--- config.mk ---
export PLATFORM = sky130hd
export DESIGN_NAME = ysyx_22040237_idu_stage
export DESIGN_NICKNAME = d
export VERILOG_FILES = /design/src/rtl/ysyx_22040237_idu_stage.sv
export SDC_FILE = /design/constraint.sdc
export NUM_CORES = 1
export LEC_CHECK = 0
export CAP_MARGIN = 10
export CORE_AREA = 4 4 251 253
export CTS_CLUSTER_DIAMETER = 30
export DETAILED_ROUTE_END_ITERATION = 6
export DIE_AREA = 0 0 255 257
export MAX_ROUTING_LAYER = met4
export SYNTH_ARGS = -nofsm -noshare
export SYNTH_HDL_FRONTEND = slang
export SYNTH_SLANG_ARGS = --single-unit
--- constraint.sdc ---
create_clock -name clk -period 4 [get_ports clk]
set_clock_uncertainty 0.15 [all_clocks]
set_input_delay 0.8 -clock clk [delete_from_list [all_inputs] [get_ports clk]]
set_output_delay 0.8 -clock clk [all_outputs]
set_load 0.03 [all_outputs]
--- src/rtl/ysyx_22040237_idu_stage.sv ---
// Instruction decode stage: decodes a small RV64I subset, reads the register file
// in the same cycle and presents registered operands behind a valid/ready skid-free stage.
module ysyx_22040237_idu_stage #(
  parameter int unsigned XLEN = 64,
  parameter int unsigned CNTW = 16
) (
  input  logic            clk,
  input  logic            rst,
  input  logic            in_valid,
  output logic            in_ready,
  input  logic [XLEN-1:0] in_pc,
  input  logic [31:0]     in_inst,
  output logic            rs1_r_en,
  output logic            rs2_r_en,
  output logic [4:0]      rs1_r_addr,
  output logic [4:0]      rs2_r_addr,
  input  logic [XLEN-1:0] rs1_data,
  input  logic [XLEN-1:0] rs2_data,
  input  logic            flush,
  output logic            out_valid,
  input  logic            out_ready,
  output logic [XLEN-1:0] out_pc,
  output logic [7:0]      out_opcode,
  output logic [XLEN-1:0] op1,
  output logic [XLEN-1:0] op2,
  output logic [XLEN-1:0] op1_jump,
  output logic [XLEN-1:0] op2_jump,
  output logic [XLEN-1:0] store_data,
  output logic            jump_flag,
  output logic            is_store,
  output logic            inst_ebreak,
  output logic            invalid_inst,
  output logic            rd_w_en,
  output logic [4:0]      rd_w_addr,
  output logic [CNTW-1:0] invalid_cnt
);

  logic [6:0] opc;
  logic [2:0] funct3;
  logic is_addi, is_ebreak, is_auipc, is_lui, is_jal, is_jalr, is_sd, writes_rd, is_bad;

  assign opc       = in_inst[6:0];
  assign funct3    = in_inst[14:12];
  assign is_addi   = (opc == 7'b0010011) && (funct3 == 3'b000);
  assign is_ebreak = (in_inst == 32'h0010_0073);
  assign is_auipc  = (opc == 7'b0010111);
  assign is_lui    = (opc == 7'b0110111);
  assign is_jal    = (opc == 7'b1101111);
  assign is_jalr   = (opc == 7'b1100111) && (funct3 == 3'b000);
  assign is_sd     = (opc == 7'b0100011) && (funct3 == 3'b011);
  assign writes_rd = is_addi | is_auipc | is_lui | is_jal | is_jalr;
  assign is_bad    = ~(writes_rd | is_sd | is_ebreak);

  // Signed immediates; the width cast sign-extends to XLEN
  logic signed [11:0] imm_i12, imm_s12;
  logic signed [31:0] imm_u32;
  logic signed [20:0] imm_j21;
  logic [XLEN-1:0] imm_i, imm_s, imm_u, imm_j, four;

  assign imm_i12 = in_inst[31:20];
  assign imm_s12 = {in_inst[31:25], in_inst[11:7]};
  assign imm_u32 = {in_inst[31:12], 12'b0};
  assign imm_j21 = {in_inst[31], in_inst[19:12], in_inst[20], in_inst[30:21], 1'b0};
  assign imm_i   = XLEN'(imm_i12);
  assign imm_s   = XLEN'(imm_s12);
  assign imm_u   = XLEN'(imm_u32);
  assign imm_j   = XLEN'(imm_j21);
  assign four    = XLEN'(3'd4);

  assign rs1_r_en   = in_valid & (is_addi | is_jalr | is_sd);
  assign rs2_r_en   = in_valid & is_sd;
  assign rs1_r_addr = rs1_r_en ? in_inst[19:15] : 5'd0;
  assign rs2_r_addr = rs2_r_en ? in_inst[24:20] : 5'd0;

  assign in_ready = ~rst & ~flush & (~out_valid | out_ready);

  logic [XLEN-1:0] d_op1, d_op2, d_op1_jump, d_op2_jump, d_store_data;
  logic [7:0]      d_opcode;

  // Operand selection per instruction class; anything unused stays zero
  always_comb begin
    d_op1        = '0;
    d_op2        = '0;
    d_op1_jump   = '0;
    d_op2_jump   = '0;
    d_store_data = '0;
    d_opcode     = 8'h00;
    if (is_addi) begin
      d_op1 = rs1_data;
      d_op2 = imm_i;
    end else if (is_lui) begin
      d_op2 = imm_u;
    end else if (is_auipc) begin
      d_op1 = in_pc;
      d_op2 = imm_u;
    end else if (is_jal) begin
      d_op1      = in_pc;
      d_op2      = four;
      d_op1_jump = in_pc;
      d_op2_jump = imm_j;
    end else if (is_jalr) begin
      d_op1      = in_pc;
      d_op2      = four;
      d_op1_jump = rs1_data;
      d_op2_jump = imm_i;
    end else if (is_sd) begin
      d_op1        = rs1_data;
      d_op2        = imm_s;
      d_store_data = rs2_data;
    end
    if (writes_rd) d_opcode = 8'h01;
    else if (is_sd) d_opcode = 8'h02;
  end

  logic capture;
  assign capture = in_valid & in_ready;

  // Output register: flush beats capture, capture beats drain
  always_ff @(posedge clk) begin
    if (rst) begin
      out_valid    <= 1'b0;
      out_pc       <= '0;
      out_opcode   <= 8'h00;
      op1          <= '0;
      op2          <= '0;
      op1_jump     <= '0;
      op2_jump     <= '0;
      store_data   <= '0;
      jump_flag    <= 1'b0;
      is_store     <= 1'b0;
      inst_ebreak  <= 1'b0;
      invalid_inst <= 1'b0;
      rd_w_en      <= 1'b0;
      rd_w_addr    <= 5'd0;
      invalid_cnt  <= '0;
    end else if (flush) begin
      out_valid <= 1'b0;
    end else if (capture) begin
      out_valid    <= 1'b1;
      out_pc       <= in_pc;
      out_opcode   <= d_opcode;
      op1          <= d_op1;
      op2          <= d_op2;
      op1_jump     <= d_op1_jump;
      op2_jump     <= d_op2_jump;
      store_data   <= d_store_data;
      jump_flag    <= is_jal | is_jalr;
      is_store     <= is_sd;
      inst_ebreak  <= is_ebreak;
      invalid_inst <= is_bad;
      rd_w_en      <= writes_rd;
      rd_w_addr    <= writes_rd ? in_inst[11:7] : 5'd0;
      if (is_bad && (invalid_cnt != {CNTW{1'b1}}))
        invalid_cnt <= invalid_cnt + CNTW'(1);
    end else if (out_valid && out_ready) begin
      out_valid <= 1'b0;
    end
  end

endmodule

# Word level (Yosys, flattened, before mapping)
# Cells that the tools add are included.
# classes
addsub	1
n_eq_ne	9
n_mux	35
bitwise	19
reduce_logical	10
# op_table
operator	count
$mux 64	28
$eq 32x21->1 const B	1
$add 16x1->16 const B	1
$ne 16x16->1 const B	1
$mux 5	3
$eq 7x5->1 const B	2
$eq 7x6->1 const B	2
$eq 7x7->1 const B	2
$or 1x1->1	10
$and 1x1->1	5
$logic_and 1x1->1	5
$mux 2	2
$not 1->1	4
$eq 3x2->1 const B	1
$logic_not 3->1	1
$reduce_and 3->1	1
$mux 1	2
$reduce_and 2->1	1
$reduce_bool 2->1	1
$reduce_or 2->1	1
# totals
reg_bits	419
output_inout_bits	432

# Longest topological paths before layout
# Gate-level depths: netlist of the first run.
# depth
ltp_word	11
depth_mapped	8
mapped_depth_nobuf	6

# Least setup slack after synthesis of the first run
# Ideal clock, no wire load.
# synth_timing
kind	input -> output
startpoint	in in_inst[5]
endpoint	out rs1_r_addr[0]
arrival_ns	2.396
required_ns	3.050
slack_ns	0.654
path_stages	5
cell_sequence	nor4b_1 > o211a_1 > buf_2 > o21a_1 > and2_1
# synth_via
elab_chain_len	6
elab_cells_between_ends	10
cone_classes	eq/ne (3); mux (1); bitwise (3); reduce/logical (3)
# synth_lines
element	line_no	text
from (decl)	12	input logic [31:0] in_inst,
$eq 7x5->1 or $eq 7x7->1 (tied branches)	44, 49	
$logic_and 1x1->1, on equally long branches	44, 49	
$or 1x1->1	70	assign rs1_r_en = in_valid & (is_addi | is_jalr | is_sd);
$or 1x1->1 *	70	
$and 1x1->1 *	70	
via rs1_r_en	13	output logic rs1_r_en,
$mux 5 *	72	assign rs1_r_addr = rs1_r_en ? in_inst[19:15] : 5'd0;
to (decl)	15	output logic [4:0] rs1_r_addr,
# Mark *: on every way through the listed nets, which the timed path passes. The rest lies on a longest branch.

# Worst setup path in the final report of the first run
# layout_timing
startpoint	in in_inst[12]
endpoint	out rs1_r_addr[0]
# layout_via
elab_chain_len	6
elab_cells_between_ends	9
cone_classes	eq/ne (1); mux (1); bitwise (3); reduce/logical (4)
# layout_lines
element	line_no
$logic_not 3->1	44, 49
$logic_and 1x1->1, on equally long branches	44, 49
$or 1x1->1	70
$or 1x1->1 *	70
$and 1x1->1 *	70
$mux 5 *	72
# Every way passes the cells marked *; elsewhere a longest branch is shown, timed or not.

==> results of run 1 <==
-- where the power goes --
part,internal [mW],leakage (nW),switching [mW]
Combinational,0.396,4.24,0.463
Sequential,3.43,2.73,0.0319
Clock,5.25,1.56,2.20
Total,9.07,8.53,2.70
-- sequential cells by signal, summed over array words and instances (netlist names), 2 cells and up --
register,count
op1,64
op1_jump,64
out_pc,64
store_data,64
op2,32
op2_jump,21
invalid_cnt,16
rd_w_addr,5
out_opcode,2
-- final cells by class --
cell class | count | area share, %
clock inverter | 35 | 2.14
multi-input combinational | 1088 | 25.4
inverter | 5 | 0.0779
antenna | 5 | 0.0519
tap | 790 | 4.10
sequential | 337 | 28.0
timing repair buffer | 702 | 29.2
clock buffer | 128 | 11.1
-- kinds of logic after synthesis --
logic type                 after synthesis  synth area share, %
DFF                                    337                 48.2
other                                    1               0.0268
and+or+nand+nor                        650                 20.6
buffers and inverters                  232                 8.55
muxes                                   75                 5.99
AOI/OAI and AO/OA                      356                 16.6
adders and majority gates                1               0.0893
-- metal layers --
metal | vias to the layer above | part of all wire, % | global-route usage, %
met5 | - | 0 | -
met4 | 0 | 4.0 | 8.38
met3 | 154 | 8.1 | 5.17
met2 | 709 | 48 | 30.0
met1 | 7112 | 40 | 21.9
li1 | 6935 | - | -
-- path summary, 6_finish.rpt --
check,end,start,cells after the start,slack (ps)
setup / recovery,rs1_r_addr[0],in_inst[12],7,350
hold / removal,store_data[10]$_SDFFE_PP0P_,store_data[10]$_SDFFE_PP0P_,2,300
setup reg to reg,invalid_cnt[11]$_SDFFE_PP0P_,out_valid$_SDFFE_PP0P_,5,1350
hold reg to reg,store_data[10]$_SDFFE_PP0P_,store_data[10]$_SDFFE_PP0P_,2,300
-- worst reg2reg max path: cells and delay by family, from the launching register on --
family,cells,cell delay (ps)
flip-flops,1,340
AND/OR/NAND/NOR,3,1200
AO/OA/AOI/OAI,1,460
multiplexers,1,370
-- cell usage after synthesis, drive strengths merged (6+ instances only) --
cell type,n
a21oi,161
dfxtp,337
o21ai,12
a31oi,20
buf,98
nor2b,8
and2,7
nand2,243
and3,9
nor4,9
nor3,73
nor4b,6
nand3,105
nand4,6
clkbuf,129
mux2,70
nand2b,6
a22oi,83
a221oi,65
nor2,163
-- stage by stage --
stage / total power [mW] / hold WS (ps) / worst slack, ps
after floorplan: 3.87 / 430 / 654
after global placement: 4.36 / 288 / 446
after detailed placement: 4.37 / 293 / 364
after CTS: 11.9 / 298 / 354
after global routing: 12.2 / 313 / 217
final: 11.8 / 295 / 348
==> impl_metrics.ini, run 1 <==
[critical_path]
startpoint_type = primary input
cp.arrival_ps = 2700
critical_path_class = in2out
worst-path-buf-inv = 2
cpPeakStageDelay_ps = 530
cpLargestDelayFamily = simple AND/OR/NAND/NOR gates
cpMostUsedCell = nor3_1
slowest_stage = clkdlybuf4s50_1
worst-path-max-fanout = 6
endpoint_kind = output pin
critical_path_required_ps = 3050
crit_chain = clkdlybuf4s50_1 -> nor3_1 -> nand2_1 -> nor3_1 -> o21a_1 -> and2_1 -> buf_4

[power_and_ir_drop]
vdd.ir_drop.worst_mv = 0.351
p_leak_nw = 8.53
p_per_area_nw_per_um2 = 488

[finish]
n_fill_cell = 6001
multi_input_area_um2 = 6120
drive_above_1_share_pct = 12.7
stdcell_count = 3090
postLayoutCellArea_um2 = 24100
fin_nets = 2456
final_cell_mix = clkdlybuf4s50_1 (641), dfxtp_1 (337), nand2_1 (243), nor2_1 (162), a21oi_1 (161)
post-route-util_pct = 39.5
regArea_um2 = 6750
syn_to_final_growth_pct = 72.1
final_common_cell = clkdlybuf4s50_1

[clock_tree]
clk_latency_ps = 600
clkSinkCount = 337
cts_resized = 0
clkTransAtPathRegs_ps = 50
cts_setup_buffers = 0
cts_tree = yes
htree_levels = 3
cts-buffers-inserted = 92
cts_max_path_buffers = 3
root_buffer = clkbuf_16
cts_hold_buffers = 0

[routing]
drt_iter0_drc = 894
post_drt_wl_per_cell_um = 20.5
detail_route.first_pass.iterations = 6
ant_nets = 0
drc = 0
vias = 14910
drt-total-wl_mm = 63.3
via_per_inst = 4.83

[placement]
gp_congestion = 0.895
io_buffers = 654
hpwlAfterDp_mm = 44.3
dpl_cell_area_um2 = 20900
placed_cells = 2922

[logic_synthesis]
yosysWarnings = 0
synth_top_area_share_pct = 48.2
synth_edf_count = 0
syn_area_per_cell_um2 = 8.48
ys_ff_latch = 337
synth_cell_types = 51
synthFlopType = dfxtp_1
synthCells = 1652
syn_area_um2 = 14000
yosys.area.top_type = dfxtp_1
ys_top_cells_by_area = dfxtp_1 (48%), nand2_1 (6.5%), a21oi_1 (5.8%)
async_flop_share_pct = 0
synth-seq-area-share_pct = 48.2

[floorplanning]
core_um2 = 61000
start_util_pct = 22.9
die_w_um = 255
die_area_um2 = 65500
fp.dieH_um = 257
io_pins = 661
rows = 91

[grt]
grt_max_degree = 174
grt_remaining_overflow = 0
first_global_vias = 14563
grtUsageTotal_pct = 18.7
antenna_found_initial = 5
grt_pass1_wl_mm = 92.3

[timing]
tns_ps = 0
fin_crit_ps = 3650
fmax_mhz = 274
rsz0062_at_grt = no
fin_crit_sh_pct = 91.3
worstMarginPinSlew_ps = 1070
finalHoldViolCount = 0
slew_violations = 0
setup_viol = 0
slew_headroom_pct = 28.7

[run]
timing.max_cap.violations = 0

[worst_hold_path]
hold_class = reg2reg

[status]
outcome = finished clean
No activity file was read; power rests on OpenSTA's default activity.
==> inputs of run 2 (changes only) <==
--- a/config.mk
+++ b/config.mk
@@ -6,11 +6,12 @@
 export NUM_CORES = 1
 export LEC_CHECK = 0
 export CAP_MARGIN = 10
-export CORE_AREA = 4 4 251 253
+export CORE_AREA = 2 2 257 259
 export CTS_CLUSTER_DIAMETER = 30
 export DETAILED_ROUTE_END_ITERATION = 6
-export DIE_AREA = 0 0 255 257
+export DIE_AREA = 0 0 259 261
 export MAX_ROUTING_LAYER = met4
 export SYNTH_ARGS = -nofsm -noshare
 export SYNTH_HDL_FRONTEND = slang
 export SYNTH_SLANG_ARGS = --single-unit
+export TNS_END_PERCENT = 10
==> run 2 against run 1 <==
  * Largest cell class unchanged
  * Setup slack worse by 130 ps
  * Sequential power hardly changed
  * Non-clock buffer count down 1
  * Global-route usage fell by 0.86 points
  * Sequential cell count unchanged
  * Clock-buffer cell count unchanged
  * Routed wire length decreased by 0.45%
==> impl_metrics.ini, run 2 (synthesis results as in run 1) <==
[status]
outcome = finished clean

[critical_path]
cpPeakStageDelay_ps = 660
endpoint_kind = output pin
critical_path_class = in2out
slowest_stage = clkdlybuf4s50_1
crit_chain = clkdlybuf4s50_1 -> nor2_1 -> and3_2 -> and3_1 -> clkdlybuf4s50_1
cpMostUsedCell = clkdlybuf4s50_1
cp.arrival_ps = 2840
critical_path_required_ps = 3050
worst-path-max-fanout = 9
startpoint_type = primary input

[floorplanning]
die_w_um = 259
rows = 94
core_um2 = 65000
io_pins = 661
die_area_um2 = 67600
fp.dieH_um = 261
start_util_pct = 21.5

[placement]
placed_cells = 2995
dpl_cell_area_um2 = 21000
io_buffers = 654
gp_congestion = 0.896
hpwlAfterDp_mm = 44.1

[finish]
stdcell_count = 3171
drive_above_1_share_pct = 13.0
postLayoutCellArea_um2 = 24300
syn_to_final_growth_pct = 73.8
final_cell_mix = clkdlybuf4s50_1 (645), dfxtp_1 (337), nand2_1 (243), nor2_1 (162), a21oi_1 (161)
post-route-util_pct = 37.4
fin_nets = 2458
final_common_cell = clkdlybuf4s50_1
multi_input_area_um2 = 6120
regArea_um2 = 6750
n_fill_cell = 6444
diodes = 0

[run]
timing.max_cap.violations = 0

[routing]
ant_nets = 0
drc = 0
vias = 15016
drt-total-wl_mm = 63.0
post_drt_wl_per_cell_um = 19.9
detail_route.first_pass.iterations = 6
drt_iter0_drc = 1033
via_per_inst = 4.74

[clock_tree]
cts_hold_buffers = 0
clkTransAtPathRegs_ps = 40
cts_max_path_buffers = 3
root_buffer = clkbuf_16
cts-buffers-inserted = 95
clk_latency_ps = 610
cts_resized = 0
htree_levels = 3
cts_setup_buffers = 0
cts_tree = yes
clkSinkCount = 337

[power_and_ir_drop]
p_leak_nw = 8.57
p_sw_mw = 2.84
p_per_area_nw_per_um2 = 498
swShare_pct = 23.4
p_int_mw = 9.28
vdd.ir_drop.worst_mv = 0.298
seqPwrFrac_pct = 28.6
combPwrFrac_pct = 7.1
clock_power_share_pct = 64.3

[worst_hold_path]
hold_class = reg2reg

[timing]
fin_crit_sh_pct = 94.7
worstMarginPinSlew_ps = 1210
slew_headroom_pct = 19.1
slew_violations = 0
rsz0062_at_grt = no
fin_hold_ws_ps = 296
fmax_mhz = 264
fin_crit_ps = 3790
setup_viol = 0
tns_ps = 0
finalHoldViolCount = 0

[grt]
grt_remaining_overflow = 0
first_global_vias = 14290
grtUsageTotal_pct = 17.9
grt_max_degree = 193
grt_pass1_wl_mm = 90.3
antenna_found_initial = 2
run 2: cell count changes in the layout (fill, tap and decap cells not counted), moves of 2 or more:
cell             before  now
clkinvlp_4            4   10
clkdlybuf4s50_1     641  645
buf_4                48   44
inv_6                 0    2
diode_2               5    0
inv_16                2    4
clkinv_4              0    3
bufinv_16            10   12
run 2: worst max-delay path, delay by kind of cell:
family	cells	cell delay (ps)
buf+inv	2	1190
simple gates	3	840
run 2: stage by stage:
stage	setup WS, ps	total power, mW
detailed placement	249	4.38
global placement	256	4.37
CTS	243	12.3
finish	214	12.1
global route	142	12.5
floorplan	654	3.87
run 2: worst paths after layout:
kind,slack [ps],cells after the start,from,end
max,210,5,in_inst[14],rs2_r_addr[2]
min,300,2,store_data[17]$_SDFFE_PP0P_,store_data[17]$_SDFFE_PP0P_
max reg2reg,1510,6,out_valid$_SDFFE_PP0P_,op1[23]$_SDFFE_PP0P_
min reg2reg,300,2,store_data[17]$_SDFFE_PP0P_,store_data[17]$_SDFFE_PP0P_
run 2: power by group through the flow:
stage                     Sequential (mW)  Clock, mW  Combinational [mW]
after floorplan                      3.62          0               0.246
after global placement               3.52          0               0.850
after detailed placement             3.52          0               0.858
after CTS                            3.46       7.94               0.863
after global routing                 3.46       8.14               0.912
final                                3.46       7.79               0.861
run 2: area by class of cell:
class / count / area share [%]
sequential: 337 / 27.7
inverter: 5 / 0.0771
tap: 864 / 4.44
clock buffer: 128 / 11.0
clock inverter: 48 / 2.75
timing repair buffer: 701 / 28.9
multi-input combinational: 1088 / 25.1
run 2: layer usage:
layer | up-vias | wire [µm] | track usage (%)
met2 | 751 | 30400 | 28.9
li1 | 6953 | - | -
met3 | 147 | 5460 | 5.35
met1 | 7165 | 24900 | 20.5
met5 | - | 0 | -
met4 | 0 | 2300 | 7.80
==> patch 1, RTL diff (flow settings as in run 2) <==
The parameter `XLEN` goes from 64 to 60.
--- a/src/rtl/ysyx_22040237_idu_stage.sv
+++ b/src/rtl/ysyx_22040237_idu_stage.sv
@@ -2,5 +2,5 @@
 // in the same cycle and presents registered operands behind a valid/ready skid-free stage.
 module ysyx_22040237_idu_stage #(
-  parameter int unsigned XLEN = 64,
+  parameter int unsigned XLEN = 60,
   parameter int unsigned CNTW = 16
 ) (
Interface: changed (9 resized); port bits go from 661 to 625. The function was not compared with the original's and may differ.
==> patch 1 against run 2 <==
- area after synthesis shrank 5.4%
- sequential cell count fell by 16
- core utilization down 1.5 points
- setup slack got worse by 0.11 ns
- critical path type unchanged
- wire length down 3.5%
- total power is 3.8% lower
- final area down 4.0%
- maximum frequency fell by 2.8%
- critical endpoint is now rs1_r_addr[2]
==> patch 1: results (changes against run 2) <==
outcome completed; Filler cells 6522 (+1.2%); antenna-violating nets left 0 (unchanged); max incr delay on CP 0.57 ns (-0.09 ns); worst hold endpoint store_data[3]; CTS root buffer sky130_fd_sc_hd__clkbuf_16; maximum number of pins on one net before global-route repair 155 (-20%); hold_sp store_data[3]; number of distinct library cell variants in the gate-level netlist after synthesis 48 (-5.9%); r2r worst-path depth 5 (-1); largest voltage drop on the vdd net 0.4322 mV (+45%); Post-synth ARST share 0% (unchanged); fin. max-slew vios 0 (unchanged); Via density 4.598 (-2.9%); first-pass GRT wire length 86720 um (-4.0%); First DRT Iteration DRCs 747 (-28%); cell total after placement 2892 (-3.4%); total via count after detailed routing 14060 (-6.4%); worst rel slew slack 35.45% (+16 points); half-perimeter wire length of the detailed placement result 43560 um (-1.2%); first-pass iteration count of the detailed router 5 (-1); total routing usage reported by global routing 17.48% (-0.38 points); cell at the slowest stage of the critical path sky130_fd_sc_hd__clkdlybuf4s50_1; crit-path max FO 6 (-3); maximum clock path buffer count 3 (unchanged); mean cell area of the mapped netlist 8.560 sq um (+0.97%); synth top area cells sky130_fd_sc_hd__dfxtp_1 (48%), sky130_fd_sc_hd__a21oi_1 (6.4%), sky130_fd_sc_hd__nand2_1 (6.1%); Worst Hold Depth 2 (unchanged); leakage 8.183 nW (-4.5%); worst reg-to-reg setup slack 1.39 ns (-0.12 ns); wirelength, routed 60840 um (-3.5%); Arr. time, crit path 2.95 ns (+0.11 ns); final hold slack 0.2986 ns (+0.002708 ns); count of hold buffers inserted by post-cts repair 0 (unchanged); routability cong. 0.8187 (-8.6%); share of post-route cells with drive strength above 1 13.84% (+0.84 points); most common cell in the netlist sky130_fd_sc_hd__dfxtp_1; sequential element share of the synthesized area 48.50% (+0.33 points); Skew-Pair Late Insertion Delay 0.61 ns (about the same); layout net count 2335 (-5.0%); reg2reg start out_valid; Max H-tree Level 3 (unchanged); number of warnings issued by yosys 0 (unchanged); reg2reg end op2[20]; Num CTS Buffers 87 (-8.4%); Post-synth top cells sky130_fd_sc_hd__dfxtp_1 (321), sky130_fd_sc_hd__nand2_1 (214), sky130_fd_sc_hd__nor2_1 (175); total of buffers placed on input and output ports 618 (-5.5%); CTS clock-pin slew for the worst setup and hold paths 0.04 ns (about the same); number of antenna violations at the first check in global routing 3 (+1)
[patch 1: worst max-delay path, delay by kind of cell]
kind / cells / cell delay (ns)
buffers and inverters: 4 / 1.06
AND/OR/NAND/NOR: 2 / 0.74
AO/OA/AOI/OAI: 2 / 0.34
[patch 1: logic make-up (layout without fill, tap and decap cells)]
| group | after synthesis | in the layout | synth area share [%] |
|---|---|---|---|
| AO/OA/AOI/OAI | 356 | 356 | 17.56 |
| XOR/XNOR | 1 | 1 | 0.06611 |
| adder cells (fa/ha/maj) | 1 | 1 | 0.09441 |
| buffers and inverters | 212 | 848 | 8.706 |
| flip-flops | 321 | 321 | 48.50 |
| multiplexers | 60 | 60 | 5.090 |
| other | 1 | 10 | 0.02830 |
| AND/OR/NAND/NOR | 596 | 596 | 19.95 |
[patch 1: worst max-delay path by stage]
stage / startpoint / to / slack (ns)
after floorplan: in_inst[3] / rs1_r_addr[0] / 0.55
after global placement: in_inst[3] / rs1_r_addr[0] / -0.11
after detailed placement: in_inst[3] / rs1_r_addr[0] / -0.08
after CTS: in_inst[3] / rs1_r_addr[2] / 0.08
after global routing: in_inst[3] / rs1_r_addr[2] / 0.03
final: in_inst[3] / rs1_r_addr[2] / 0.10
[patch 1: timing repair]
action	CTS	global route
gates resized for setup	1	0
setup buffers	0	0
setup endpoints to repair	10	0
[patch 1: per-stage QoR]
stage / worst slack [ns] / instance area [sq um]
2_1_floorplan: 0.5497 / 13270
3_3_place_gp: -0.1082 / 20170
3_5_place_dp: -0.07620 / 20170
4_1_cts: 0.07776 / 23360
5_1_grt: 0.03274 / 23370
6_report: 0.1044 / 23370
[patch 1: cell type report]
type | instances | area, sq um | area share, %
diodes | 4 | 10.01 | 0.04283
clock buffers | 113 | 2457 | 10.51
clock inverters | 48 | 732.0 | 3.132
inverters | 5 | 18.77 | 0.08030
multi-input cells | 1020 | 5731 | 24.52
flip-flops and latches | 321 | 6426 | 27.49
well taps | 864 | 1081 | 4.625
repair buffers | 682 | 6917 | 29.59
[patch 1: per-layer routing]
metal | global-route usage [%] | wire length (um)
met3 | 4.549 | 4719
met1 | 21.05 | 25830
met4 | 7.836 | 2084
met5 | - | 0
met2 | 27.41 | 28210
[patch 1: report_power, final]
part	switching (W)	internal (W)
combinational	0.000470	0.000390
sequential	0.0000313	0.00327
clock	0.00216	0.00533
total	0.00267	0.00899
==> patch 2, RTL diff (flow settings as in run 2) <==
Without the edit above. Put one more register stage on the output `invalid_cnt`, with the module's reset. The value now appears one clock later. The other outputs are not delayed to match.
--- a/src/rtl/ysyx_22040237_idu_stage.sv
+++ b/src/rtl/ysyx_22040237_idu_stage.sv
@@ -35,4 +35,6 @@
   output logic [CNTW-1:0] invalid_cnt
 );
+
+  logic [CNTW-1:0] invalid_cnt_s0;
 
   logic [6:0] opc;
@@ -133,5 +135,5 @@
       rd_w_en      <= 1'b0;
       rd_w_addr    <= 5'd0;
-      invalid_cnt  <= '0;
+      invalid_cnt_s0 <= '0;
     end else if (flush) begin
       out_valid <= 1'b0;
@@ -151,6 +153,6 @@
       rd_w_en      <= writes_rd;
       rd_w_addr    <= writes_rd ? in_inst[11:7] : 5'd0;
-      if (is_bad && (invalid_cnt != {CNTW{1'b1}}))
-        invalid_cnt <= invalid_cnt + CNTW'(1);
+      if (is_bad && (invalid_cnt_s0 != {CNTW{1'b1}}))
+        invalid_cnt_s0 <= invalid_cnt_s0 + CNTW'(1);
     end else if (out_valid && out_ready) begin
       out_valid <= 1'b0;
@@ -158,4 +160,12 @@
   end
 
+  always_ff @(posedge clk) begin
+    if (rst) begin
+      invalid_cnt <= '0;
+    end else begin
+      invalid_cnt <= invalid_cnt_s0;
+    end
+  end
+
 endmodule
 
Check against the original RTL: not settled (the Yosys comparison gave no result); the edit may change what the design does.
==> patch 2 against run 2 <==
- sequential cell count rose by 16
- setup slack got worse by 0.15 ns
- via count fell by 2.8%
- final area rose by 0.45%
- register-to-register slack got worse by 0.25 ns
- wire length fell by 6.5%
- maximum frequency fell by 3.9%
- first-iteration DRC count fell by 7.8%
- cell count fell by 2.3%
- area after synthesis rose by 1.4%
- total power rose by 0.15%
- critical path depth did not move
- critical path type unchanged
- critical endpoint is now rs2_r_addr[3]
- largest power group unchanged
==> patch 2: results (changes against run 2) <==
end of the critical path rs2_r_addr[3]; Layout Cell Area excl Fill 24450 sq um (+0.45%); via count of the first global-routing pass 14430 (+0.96%); wirelength, routed 58890 um (-6.5%); sequential element share of the synthesized area 49.77% (+1.6 points); synth top area cells sky130_fd_sc_hd__dfxtp_1 (50%), sky130_fd_sc_hd__a22oi_1 (8.6%), sky130_fd_sc_hd__nor2_1 (6.2%); reg2reg end invalid_cnt_s0[3]; total routing usage reported by global routing 16.89% (-0.97 points); half-perimeter wire length of the detailed placement result 40530 um (-8.0%); portion of netlist area occupied by mux cells 5.948% (-0.038 points); Placement Cell Area 21120 sq um (+0.66%); routability cong. 0.9008 (+0.56%); number of antenna violations at the first check in global routing 0 (-2); first-pass GRT wire length 86180 um (-4.6%); Syn Inst Count 1591 (-3.7%); maximum number of pins on one net before global-route repair 181 (-6.2%); first-pass iteration count of the detailed router 5 (-1); share of post-route cells with drive strength above 1 12.57% (-0.43 points); worst rel slew slack 32.38% (+13 points); First DRT Iteration DRCs 952 (-7.8%); routed wire length per instance 19.00 um (-4.4%); Post-synth top cells sky130_fd_sc_hd__dfxtp_1 (353), sky130_fd_sc_hd__nor2_1 (233), sky130_fd_sc_hd__a22oi_1 (163); outcome completed; Num CTS Buffers 94 (-1.1%); final hold slack 0.2985 ns (+0.002613 ns); layout net count 2394 (-2.6%); Filler cells 6332 (-1.7%); fraction of the mapped netlist area in compound gates 17.94% (+1.3 points)
## patch 2: cell types whose count changed in the layout (fill, tap and decap cells not counted), moves of 6 or more
cell / run 2 / this run
sky130_fd_sc_hd__nand3_1: 105 / 14
sky130_fd_sc_hd__nor2_1: 162 / 232
sky130_fd_sc_hd__mux2_1: 0 / 10
sky130_fd_sc_hd__a31oi_1: 20 / 2
sky130_fd_sc_hd__nand2_1: 243 / 161
sky130_fd_sc_hd__clkbuf_8: 18 / 26
sky130_fd_sc_hd__dfxtp_1: 337 / 353
sky130_fd_sc_hd__nand4_1: 6 / 14
sky130_fd_sc_hd__a22oi_1: 83 / 163
sky130_fd_sc_hd__a21oi_1: 161 / 113
sky130_fd_sc_hd__buf_4: 44 / 38
## patch 2: area by class of cell
cell class	count	area share [%]
Timing Repair Buffer	695	28.46
Sequential cell	353	28.91
Clock buffer	134	11.48
Inverter	8	0.1228
Multi-Input combinational cell	1012	24.52
Clock inverter	33	2.093
Tap cell	864	4.422
## patch 2: power by group
| part | internal, W | total [W] | switching, W |
|---|---|---|---|
| Sequential | 0.00359 | 0.00362 | 0.0000324 |
| Combinational | 0.000392 | 0.000845 | 0.000453 |
| Clock | 0.00541 | 0.00767 | 0.00226 |
| Total | 0.00939 | 0.0121 | 0.00274 |
## patch 2: per-layer routing
layer / track usage (%) / share of wire [%] / vias up
met5: - / 0 / -
met4: 7.836 / 4.3 / 0
met3: 5.091 / 7.5 / 136
met2: 27.95 / 49 / 678
met1: 18.64 / 40 / 7034
li1: - / - / 6748
## patch 2: logic make-up (layout without fill, tap and decap cells)
group | Yosys count | in the layout
and+or+nand+nor | 562 | 562
AOI/OAI and AO/OA | 368 | 368
DFF | 353 | 353
buffers and inverters | 231 | 870
muxes | 75 | 75
adders and majority gates | 1 | 1
other | 1 | 6
